File: config.mk
export PLATFORM = sky130hd
export DESIGN_NAME = aes_out_collector
export DESIGN_NICKNAME = d
export VERILOG_FILES = /design/src/rtl/aes_tb_pkg.sv /design/src/rtl/aes_out_collector_misr.sv /design/src/rtl/aes_out_collector.sv
export SDC_FILE = /design/constraint.sdc
export NUM_CORES = 1
export LEC_CHECK = 0
export ABC_AREA = 1
export BUFFER_PORTS_ARGS = -buffer_cell sky130_fd_sc_hd__buf_2
export CORE_ASPECT_RATIO = 0.75
export CORE_MARGIN = 2
export CORE_UTILIZATION = 40
export DETAILED_ROUTE_END_ITERATION = 8
export PLACE_DENSITY = 0.67
export SYNTH_ARGS = -nofsm -noshare
export SYNTH_HDL_FRONTEND = slang
export SYNTH_SLANG_ARGS = --single-unit
File: constraint.sdc
create_clock -name clk -period 2.7 [get_ports clk]
set_clock_uncertainty 0.15 [all_clocks]
set_input_delay 0.81 -clock clk [delete_from_list [all_inputs] [get_ports clk]]
set_output_delay 0.81 -clock clk [all_outputs]
set_load 0.01 [all_outputs]
File: src/rtl/aes_tb_pkg.sv
// rtl/aes_tb_pkg.sv - shared constants and FSM state type for the AES result collector
//
// Purpose: widths, core latency and MISR taps used by the AES stimulus bench
//          blocks, plus the collector's state encoding.
package aes_tb_pkg;

  localparam int AES_WIDTH   = 128;
  localparam int AES_LATENCY = 21;
  localparam logic [127:0] MISR_POLY_128 = 128'h87;

  typedef enum logic [1:0] {
    IDLE,
    RUN,
    DRAIN,
    DONE
  } fsm_state_t;

endpackage

File: src/rtl/aes_out_collector_misr.sv
// rtl/aes_out_collector_misr.sv - multiple-input signature register
//
// Purpose: Galois-style MISR; each enabled edge shifts left, folds the
//          feedback taps in when the msb falls out, and xors the data word in.
// Ports:
//   clk    in   clock
//   rst_n  in   asynchronous active-low reset (loads seed)
//   clear  in   synchronous reload of seed; wins over en
//   seed   in   WIDTH  value loaded on reset/clear
//   en     in   absorb data on this edge
//   data   in   WIDTH  word to fold in
//   sig    out  WIDTH  current signature
module misr #(
  parameter int WIDTH = 128,
  parameter logic [WIDTH-1:0] POLY = WIDTH'(128'h87)
) (
  input  logic             clk,
  input  logic             rst_n,
  input  logic             clear,
  input  logic [WIDTH-1:0] seed,
  input  logic             en,
  input  logic [WIDTH-1:0] data,
  output logic [WIDTH-1:0] sig
);

  logic [WIDTH-1:0] next_sig;

  always_comb begin
    next_sig = {sig[WIDTH-2:0], 1'b0} ^ (sig[WIDTH-1] ? POLY : '0) ^ data;
  end

  always_ff @(posedge clk or negedge rst_n) begin
    if (!rst_n) begin
      sig <= seed;
    end else if (clear) begin
      sig <= seed;
    end else if (en) begin
      sig <= next_sig;
    end
  end

endmodule

File: src/rtl/aes_out_collector.sv
// rtl/aes_out_collector.sv - AES-128 result collector with valid pipeline and MISR
//
// Purpose: delays the issue strobe by LATENCY edges to know when ct is valid,
//          folds each valid word into a MISR, counts results and flags done.
// Ports:
//   clk           in   clock shared with aes_128
//   rst_n         in   asynchronous active-low reset
//   start         in   one-cycle pulse: clear and begin a run
//   num_expected  in   32     results in the run, sampled on start
//   in_valid      in   aes_128 samples a new input on this edge
//   ct            in   WIDTH  aes_128 output
//   signature     out  WIDTH  MISR contents
//   result_count  out  32     results absorbed
//   busy          out  high in RUN or DRAIN
//   done          out  high in DONE
//   overflow      out  sticky: in_valid seen after all words were issued
module aes_out_collector
  import aes_tb_pkg::*;
#(
  parameter int WIDTH   = AES_WIDTH,
  parameter int LATENCY = AES_LATENCY,
  parameter logic [WIDTH-1:0] MISR_SEED = '0,
  parameter logic [WIDTH-1:0] MISR_POLY = WIDTH'(MISR_POLY_128)
) (
  input  logic             clk,
  input  logic             rst_n,
  input  logic             start,
  input  logic [31:0]      num_expected,
  input  logic             in_valid,
  input  logic [WIDTH-1:0] ct,
  output logic [WIDTH-1:0] signature,
  output logic [31:0]      result_count,
  output logic             busy,
  output logic             done,
  output logic             overflow
);

  fsm_state_t         state;
  logic [31:0]        exp_count;
  logic [31:0]        issued;
  logic [LATENCY-1:0] vld_pipe;

  logic in_flight;
  logic accept;
  logic capture;

  always_comb begin
    in_flight = (state == RUN) || (state == DRAIN);
    accept    = (state == RUN) && in_valid && (issued < exp_count);
    capture   = in_flight && vld_pipe[LATENCY-1];
  end

  misr #(
    .WIDTH (WIDTH),
    .POLY  (MISR_POLY)
  ) u_misr (
    .clk   (clk),
    .rst_n (rst_n),
    .clear (start),
    .seed  (MISR_SEED),
    .en    (capture),
    .data  (ct),
    .sig   (signature)
  );

  always_ff @(posedge clk or negedge rst_n) begin
    if (!rst_n) begin
      state        <= IDLE;
      exp_count    <= '0;
      issued       <= '0;
      vld_pipe     <= '0;
      result_count <= '0;
      busy         <= 1'b0;
      done         <= 1'b0;
      overflow     <= 1'b0;
    end else if (start) begin
      exp_count    <= num_expected;
      issued       <= '0;
      vld_pipe     <= '0;
      result_count <= '0;
      overflow     <= 1'b0;
      if (num_expected == 32'd0) begin
        state <= DONE;
        busy  <= 1'b0;
        done  <= 1'b1;
      end else begin
        state <= RUN;
        busy  <= 1'b1;
        done  <= 1'b0;
      end
    end else if (in_flight) begin
      vld_pipe <= (vld_pipe << 1) | LATENCY'(accept);

      if (accept) begin
        issued <= issued + 32'd1;
        if (issued + 32'd1 == exp_count) begin
          state <= DRAIN;
        end
      end

      // RUN hands over to DRAIN as soon as the last word is issued, so any
      // further strobe while words are still in flight lands in DRAIN; it is
      // an excess issue either way and must be flagged.
      if (in_valid && (issued == exp_count)) begin
        overflow <= 1'b1;
      end

      // Completion overrides the RUN->DRAIN move above; the two cannot
      // coincide anyway since completion implies every word was issued.
      if (capture) begin
        result_count <= result_count + 32'd1;
        if (result_count + 32'd1 == exp_count) begin
          state <= DONE;
          busy  <= 1'b0;
          done  <= 1'b1;
        end
      end
    end
  end

endmodule
Word-level counts from Yosys, hierarchy flattened
Index checks and enable logic that the tools add are counted.

storage, ports and cells
  flip-flop bits (word level) = 250
  bits in latches = 0
  RAM bits = 0
  ROM bits = 0
  bits of input ports = 164
  output and inout port bits = 163
  word-level logic and storage cells = 66
  memories kept = 0

operators by class
  add/sub/neg operators = 2
  multiply operators = 0
  divide/modulo/power cells = 0
  $lt $le $gt $ge = 1
  equality and inequality tests = 5
  shifts and indexed selects = 0
  muxes and demuxes = 31
  bitwise gates (word level) = 3
  reductions and logical operators = 15

operators by type and width
  operator                                        count
  two-way mux 128 bit                             2
  bitwise XOR 128 bit                             2
  two-way mux 32 bit                              6
  == test 32 bit                                  3
  adder 32 x 1 -> 32 bit (second input constant)  2
  two-way mux 21 bit                              2
  logical NOT 32 bit                              1
  < comparator 32 bit                             1
  bitwise OR 21 x 1 -> 21 bit                     1
  two-way mux 2 bit                               7
  two-way mux 1 bit                               13
  nonzero test 2 bit                              5
  two-way mux 8 bit                               1
  AND reduction 2 bit                             3
  logical AND 1 bit                               4
  AND reduction 3 bit                             1
  == test 2 x 1 -> 1 bit (second input constant)  1
  == test 2 bit (second input constant)           1
  logical OR 1 bit                                1

Logic depth before layout (Yosys ltp)
Gate-level depths: netlist of the first run.

  word-level depth = 8
  mapped depth = 19
  gate-level depth less buffers = 19

Worst setup path after synthesis of the first run
Ideal clock, no wire load.

  kind = input to register
  start point = input port in_valid
  end point = register issued[10]
  library setup time = 0.083 ns
  arrival time = 2.138 ns
  required time = 2.467 ns
  path slack = 0.329 ns
  stages on the path = 11
  buffers on the path = 1
  path through = nand2_1 -> a211oi_1 -> nand3_1 -> nor2_1 -> nand2_1 -> nor2_1 -> nand2_1 -> nor2_1 -> inv_2 -> buf_2 -> o22ai_1

on the way
  cells in the longest elaborated chain, start to end = 4

ends and longest elaborated chain
  item                                  line                     RTL
  from (decl)                           aes_out_collector.sv:29  input logic in_valid,
  logical AND 1 bit (2 in a row)        aes_out_collector.sv:49  accept = (state == RUN) && in_valid && (issued < exp_count);
  nonzero test 2 bit (no source line)   n/a
  AND reduction 2 bit (no source line)  n/a
  to (signal assigned)                  aes_out_collector.sv:95  issued <= issued + 32'd1;
  to (decl)                             aes_out_collector.sv:40  logic [31:0] issued;

No other way between the ends.
A chain may end at the register's enable or synchronous reset.

Worst setup path after layout of the first run
  start point = register result_count[0]
  end point = register done

on the way
  cells in the longest elaborated chain, start to end = 4

ends and longest elaborated chain
  item                                  line                      RTL
  from (decl)                           aes_out_collector.sv:32   output logic [31:0] result_count,
  from (signal assigned)                aes_out_collector.sv:111  result_count <= result_count + 32'd1;
  adder 32 x 1 -> 32 bit                aes_out_collector.sv:112  if (result_count + 32'd1 == exp_count) begin
  == test 32 bit                        aes_out_collector.sv:112
  nonzero test 2 bit (no source line)   n/a
  AND reduction 3 bit (no source line)  n/a
  to (signal assigned)                  aes_out_collector.sv:85   done <= 1'b1;
  to (signal assigned)                  aes_out_collector.sv:89   done <= 1'b0;
  to (signal assigned)                  aes_out_collector.sv:115  done <= 1'b1;
  to (decl)                             aes_out_collector.sv:34   output logic done,

No other way between the ends.

==> results.toml, run 1 <==
[logic_synthesis]
yosysTopAreaCell = "dfrtp_1"
yosysUniqueCellTypes = 37
seq_area_frac_synth_pct = 44.31
syn_avg_cell_area_um2 = 7.761
synth_edf_count = 0
synth_nets = 2018
synth_seq_cells = 250
yosys-top-cells-count = "nand2_1 (446), nand3_1 (274), dfrtp_1 (250), o21ai_0 (186), inv_1 (137)"
synth_top_area_share_pct = 44.31
synth_ff_type = "dfrtp_1"
ys_async_sr_fraction_pct = 100.0
netlist_area_um2 = 14120
synth.area.top_cells = "dfrtp_1 (44%), nand2_1 (12%), nand3_1 (9.7%)"
yosysWarningCount = 0
yosysMostFrequentCell = "nand2_1"
synth_cells = 1819

[timing]
layout_worst_path_cycle_share_pct = 94.75
tightest_slew_ns = 0.6854
relSlewSlack_pct = 54.31
finalHoldViolCount = 0
fin_hold_ws_ns = 0.02562
maxClockFrequency_mhz = 390.9
finalMaxSlewViolations = 0
rsz0062_at_grt = "true"
setup_viol = 0
fin_crit_ns = 2.558

[global_route]
grt_pass1_wl_mm = 78.18
antenna_found_initial = 5
grt.total_usage_pct = 26.63
grt_pass1_vias = 13730
grt_start_max_net_pins = 104
grt_overflow_total = 0

[pwr]
power_frac_clock_pct = 45.0
comb_power_share_pct = 10.9
p_seq_share_pct = 44.1
power.internal_mw = 6.458
p_per_area_nw_per_um2 = 484.2
switchingPower_mw = 2.276
swShare_pct = 26.06
p_leak_nw = 8.543
design_power_total_mw = 8.734
irDropWorstVdd_v = 0.0004677

[route]
antenna_left = 0
drt_iter0_drc = 1494
routed_via_density = 5.384
wl_per_cell_um = 18.76
first_pass_iters = 6
via_count = 14440
drt-total-wl_mm = 50.31
drc = 0

[clocking]
cts.path.max_buffers = 3
htree_levels = 1
postCtsHoldBufs = 0
clk_latency_ns = 0.57
clk_pin_slew_ns = 0.06
cts_tree = "built"
cts-root-buf = "clkbuf_16"
clock-sinks = 250
cts_buffers = 27

[placement]
gp_congestion = 0.9832
dp.cells = 2618
io_buffer_count = 326
placed_cell_area_um2 = 16840
dp_hpwl_mm = 37.85

[critical_path]
end_kind = "register"
rr_endpoint = "done$_DFFE_PN0P_"
required_ns = 3.00
setup.worst_path.start = "result_count[0]$_DFFE_PN0P_"
arrival_ns = 2.86
timing.rr.start = "result_count[0]$_DFFE_PN0P_"
reg2reg_depth = 16
worstSetupPathType = "register to register"
rrSetupSlack_ns = 0.14
cp_max_fo = 5
crit_path_start_kind = "register"

[job]
cap_violations = 0

[final_layout]
fin_area_um2 = 18040
nNetsFinal = 2403
fin_util_pct = 51.98
fin_cells = 2681
final_layout_size_suffix_gt1_share_pct = 24.26
fillers = 3349
area_growth_pct = 27.76

[floorplanning]
die_x_um = 220.9
initial_utilization_pct = 40.69
die_area_um2 = 36830
core_area_um2 = 34700
fp.dieH_um = 166.7
io_pins = 327
rows = 59

[worst_hold_path]
min_path_type = "primary input to async pin"

[status]
status = "finished, final reports clean"
## metrics by stage
step           setup WS (ns)  setup TNS, ns
6_report              0.1416              0
4_1_cts              0.02618              0
3_5_place_dp         0.03657              0
2_1_floorplan         0.3294              0
3_3_place_gp        0.003914              0
5_1_grt             -0.04317       -0.06297
## timing repair
| action | CTS | global route |
|---|---|---|
| setup endpoints to repair | 0 | 37 |
| resized for setup | 0 | 53 |
| buffers inserted | 0 | 13 |
## registers in the layout (all words and copies together) (netlist names)
| name | cells |
|---|---|
| busy | 1 |
| done | 1 |
| exp_count | 32 |
| issued | 32 |
| overflow | 1 |
| result_count | 32 |
| state | 2 |
| u_misr.sig | 128 |
| vld_pipe | 21 |
## critical path, stage by stage (launching register included)
cell	delay, ns
dfrtp_1	0.41
buf_4	0.16
clkinvlp_4	0.16
buf_4	0.19
nor2_4	0.12
nand4_1	0.12
nand3_1	0.12
nand2_1	0.08
nor2_1	0.15
nand2_1	0.10
nor2_2	0.11
nand3_1	0.10
nor2_2	0.11
a21oi_2	0.06
buf_4	0.18
nand2_1	0.06
o21ai_1	0.06
## how the worst max path moves through the flow
stage                                   to  slack [ns]
finish                    done$_DFFE_PN0P_        0.14
detailed placement   issued[7]$_DFFE_PN0P_        0.04
global route              done$_DFFE_PN0P_       -0.04
global placement      state[0]$_DFFE_PN0N_       0.004
CTS                   state[0]$_DFFE_PN0N_        0.03
floorplan           issued[10]$_DFFE_PN0P_        0.33
## per-layer routing
layer / global-route usage (%) / vias to the layer above / part of all wire (%)
met1: 38.82 / 6849 / 44
met2: 39.89 / 668 / 44
met5: 0 / - / 0.081
met3: 6.016 / 79 / 9.5
met4: 6.828 / 6 / 2.5
li1: - / 6833 / -
## cells by family (layout without fill, tap and decap cells)
kind of cell | Yosys count | after routing | synth area share (%)
AO/OA/AOI/OAI | 285 | 285 | 10.93
XOR/XNOR | 133 | 133 | 8.251
adder cells (fa/ha/maj) | 35 | 35 | 3.102
buffers and inverters | 212 | 614 | 5.681
flip-flops | 250 | 250 | 44.31
other | 0 | 2 | 0
AND/OR/NAND/NOR | 904 | 905 | 27.72
## area by class of cell
| cell class | count | area (µm²) | area share (%) |
|---|---|---|---|
| inverter | 145 | 555.5 | 3.080 |
| tap | 457 | 571.8 | 3.170 |
| antenna | 2 | 5.005 | 0.02775 |
| timing repair buffer | 422 | 2504 | 13.88 |
| clock buffer | 33 | 718.2 | 3.982 |
| multi-input combinational | 1358 | 7221 | 40.03 |
| sequential | 250 | 6265 | 34.73 |
| clock inverter | 14 | 196.4 | 1.089 |
## placed cells by master (no fill, tap or decap), types with 33 or more instances in the layout
cell       n
ha_1      33
xnor2_1  126
inv_1    134
dfrtp_1  243
o21ai_0  185
buf_2    325
nand3_1  270
nor2_1   113
o22ai_1   50
nand2_1  439
buf_4     84
## power by group through the flow
| stage | sequential (mW) | clock (mW) | combinational, mW |
|---|---|---|---|
| 2_1_floorplan | 3.91 | 0 | 0.394 |
| 3_3_place_gp | 3.92 | 0 | 0.917 |
| 3_5_place_dp | 3.92 | 0 | 0.920 |
| 4_1_cts | 3.85 | 3.99 | 0.926 |
| 5_1_grt | 3.85 | 4.14 | 1.05 |
| 6_report | 3.85 | 3.93 | 0.954 |
(Power assumes the default switching activity.)
==> run 2, diff against run 1 <==
==> constraint.sdc (replaced) <==
create_clock -name clk -period 2.8 [get_ports clk]
set_clock_uncertainty 0.15 [all_clocks]
set_input_delay 0.84 -clock clk [delete_from_list [all_inputs] [get_ports clk]]
set_output_delay 0.84 -clock clk [all_outputs]
set_load 0.01 [all_outputs]
==> results.toml, run 2 (synthesis results as in run 1) <==
[placement]
dp_hpwl_mm = 38.44
post-place-ws_ns = -0.01137
placed_cell_area_um2 = 16750
io_buffer_count = 326
gp_congestion = 0.9948

[final_layout]
largest_reg_flops = 128
fin_area_um2 = 17750
mostFrequentLayoutCells = "nand2_1 (445), buf_2 (325), nand3_1 (272)"
nNetsFinal = 2381
final_layout_size_suffix_gt1_share_pct = 22.12
largest_register = "u_misr.sig"
final_common_cell = "nand2_1"
fin_util_pct = 51.17
area_growth_pct = 25.76

[route]
drt_iter0_drc = 1568
drc = 0
drt-total-wl_mm = 50.42
wl_per_cell_um = 18.96
via_count = 14370
routed_via_density = 5.400
first_pass_iters = 7
antenna_left = 0

[global_route]
grt_overflow_total = 0
grt_start_max_net_pins = 84
grt.total_usage_pct = 26.61
grt_pass1_wl_mm = 78.05
grt_pass1_vias = 13830
antenna_found_initial = 4

[job]
cap_violations = 0

[clocking]
cts_tree = "built"
clk_latency_ns = 0.58
clk_pin_slew_ns = 0.07
cts.path.max_buffers = 3
cts_buffers = 28
cts-root-buf = "clkbuf_16"
clock-sinks = 250
htree_levels = 1

[pwr]
swShare_pct = 25.99
comb_power_share_pct = 10.5
p_seq_share_pct = 44.2
power.internal_mw = 6.238
power_frac_clock_pct = 45.3
design_power_total_mw = 8.429
p_leak_nw = 8.449
switchingPower_mw = 2.191
p_per_area_nw_per_um2 = 474.8
irDropWorstVdd_v = 0.0004296

[timing]
fin_crit_ns = 2.630
maxClockFrequency_mhz = 380.2
setup_viol = 0
setup_slack_ns = 0.1700
finalMaxSlewViolations = 0
layout_worst_path_cycle_share_pct = 93.93
finalHoldViolCount = 0
rsz0062_at_grt = "false"
relSlewSlack_pct = 42.66
tightest_slew_ns = 0.8601

[critical_path]
crit_path_start_kind = "register"
required_ns = 3.10
end_kind = "register"
worstSetupPathType = "register to register"
arrival_ns = 2.93
cp_max_fo = 6

[worst_hold_path]
min_path_type = "primary input to async pin"

[floorplanning]
core_area_um2 = 34700
rows = 59
die_area_um2 = 36830
fp.dieH_um = 166.7
initial_utilization_pct = 40.69
die_x_um = 220.9
io_pins = 327

[status]
status = "finished, final reports clean"
## run 2: changes by cell type in the layout (fill, tap and decap cells not counted), moves of 5 or more
cell	change
buf_4	-21
nand2_1	+6
nand2_2	-6
nor2_1	+14
nor2_2	-5
nor2_4	-10
## run 2: worst paths after layout
kind,startpoint,to,slack [ns],cells after the start
worst max register to register,result_count[5]$_DFFE_PN0P_,busy$_DFFE_PN0P_,0.17,16
worst min register to register,vld_pipe[19]$_DFFE_PN0N_,vld_pipe[19]$_DFFE_PN0N_,0.33,2
worst max-delay path,result_count[5]$_DFFE_PN0P_,busy$_DFFE_PN0P_,0.17,16
worst min-delay path,rst_n,result_count[25]$_DFFE_PN0P_,0.02,1
max in group asynchronous,rst_n,exp_count[25]$_DFFE_PN0P_,1.77,2
min in group clk,vld_pipe[19]$_DFFE_PN0N_,vld_pipe[19]$_DFFE_PN0N_,0.33,2
## run 2: per-stage QoR
step	setup TNS [ns]	hold slack (ns)	std cells
floorplan	0	0.2973	1819
global placement	0	0.3151	2606
detailed placement	-0.02637	0.3204	2606
CTS	0	0.01737	2656
global route	0	0.03114	2660
finish	0	0.01706	2660
## run 2: worst max-delay path, cell delays in order (launching register included)
cell	delay, ns
dfrtp_1	0.45
nand2_1	0.15
nor2_2	0.20
nand2_1	0.16
nor2_1	0.29
nand2_1	0.12
nand2_1	0.10
nand2_1	0.05
nand2_1	0.07
nand3_1	0.09
nor2_2	0.13
nand3_1	0.07
nor2_1	0.13
a21oi_2	0.07
buf_4	0.17
nand2_1	0.06
nand2_1	0.04
## run 2: what timing repair did
action,4_1_cts,5_1_grt
hold buffers,0,0
gates resized for setup,0,12
setup endpoints to repair,0,20
buffers inserted,0,3
## run 2: cell type report
type	instances	area (µm²)
Fill cell	3406	16940
Multi-Input combinational cell	1357	7092
Sequential cell	250	6261
Timing Repair Buffer	400	2335
Clock buffer	39	782.0
Tap cell	457	571.8
Inverter	145	551.8
Clock inverter	11	157.7
Antenna cell	1	2.502
## run 2: per-layer routing
metal  routed length (µm)  up-vias  global-route usage (%)
met2                21570      653                   39.71
met3                 4715       79                   6.528
met4                 1388        6                   7.237
met5                   35        -                       0
li1                     -     6774                       -
met1                22710     6853                   38.43
## run 2: power by group through the flow
stage	clock [mW]	combinational, mW	sequential [mW]
after CTS	3.90	0.881	3.72
after global routing	4.04	0.976	3.73
after floorplan	0	0.380	3.77
final	3.82	0.883	3.72
after detailed placement	0	0.877	3.79
after global placement	0	0.874	3.79
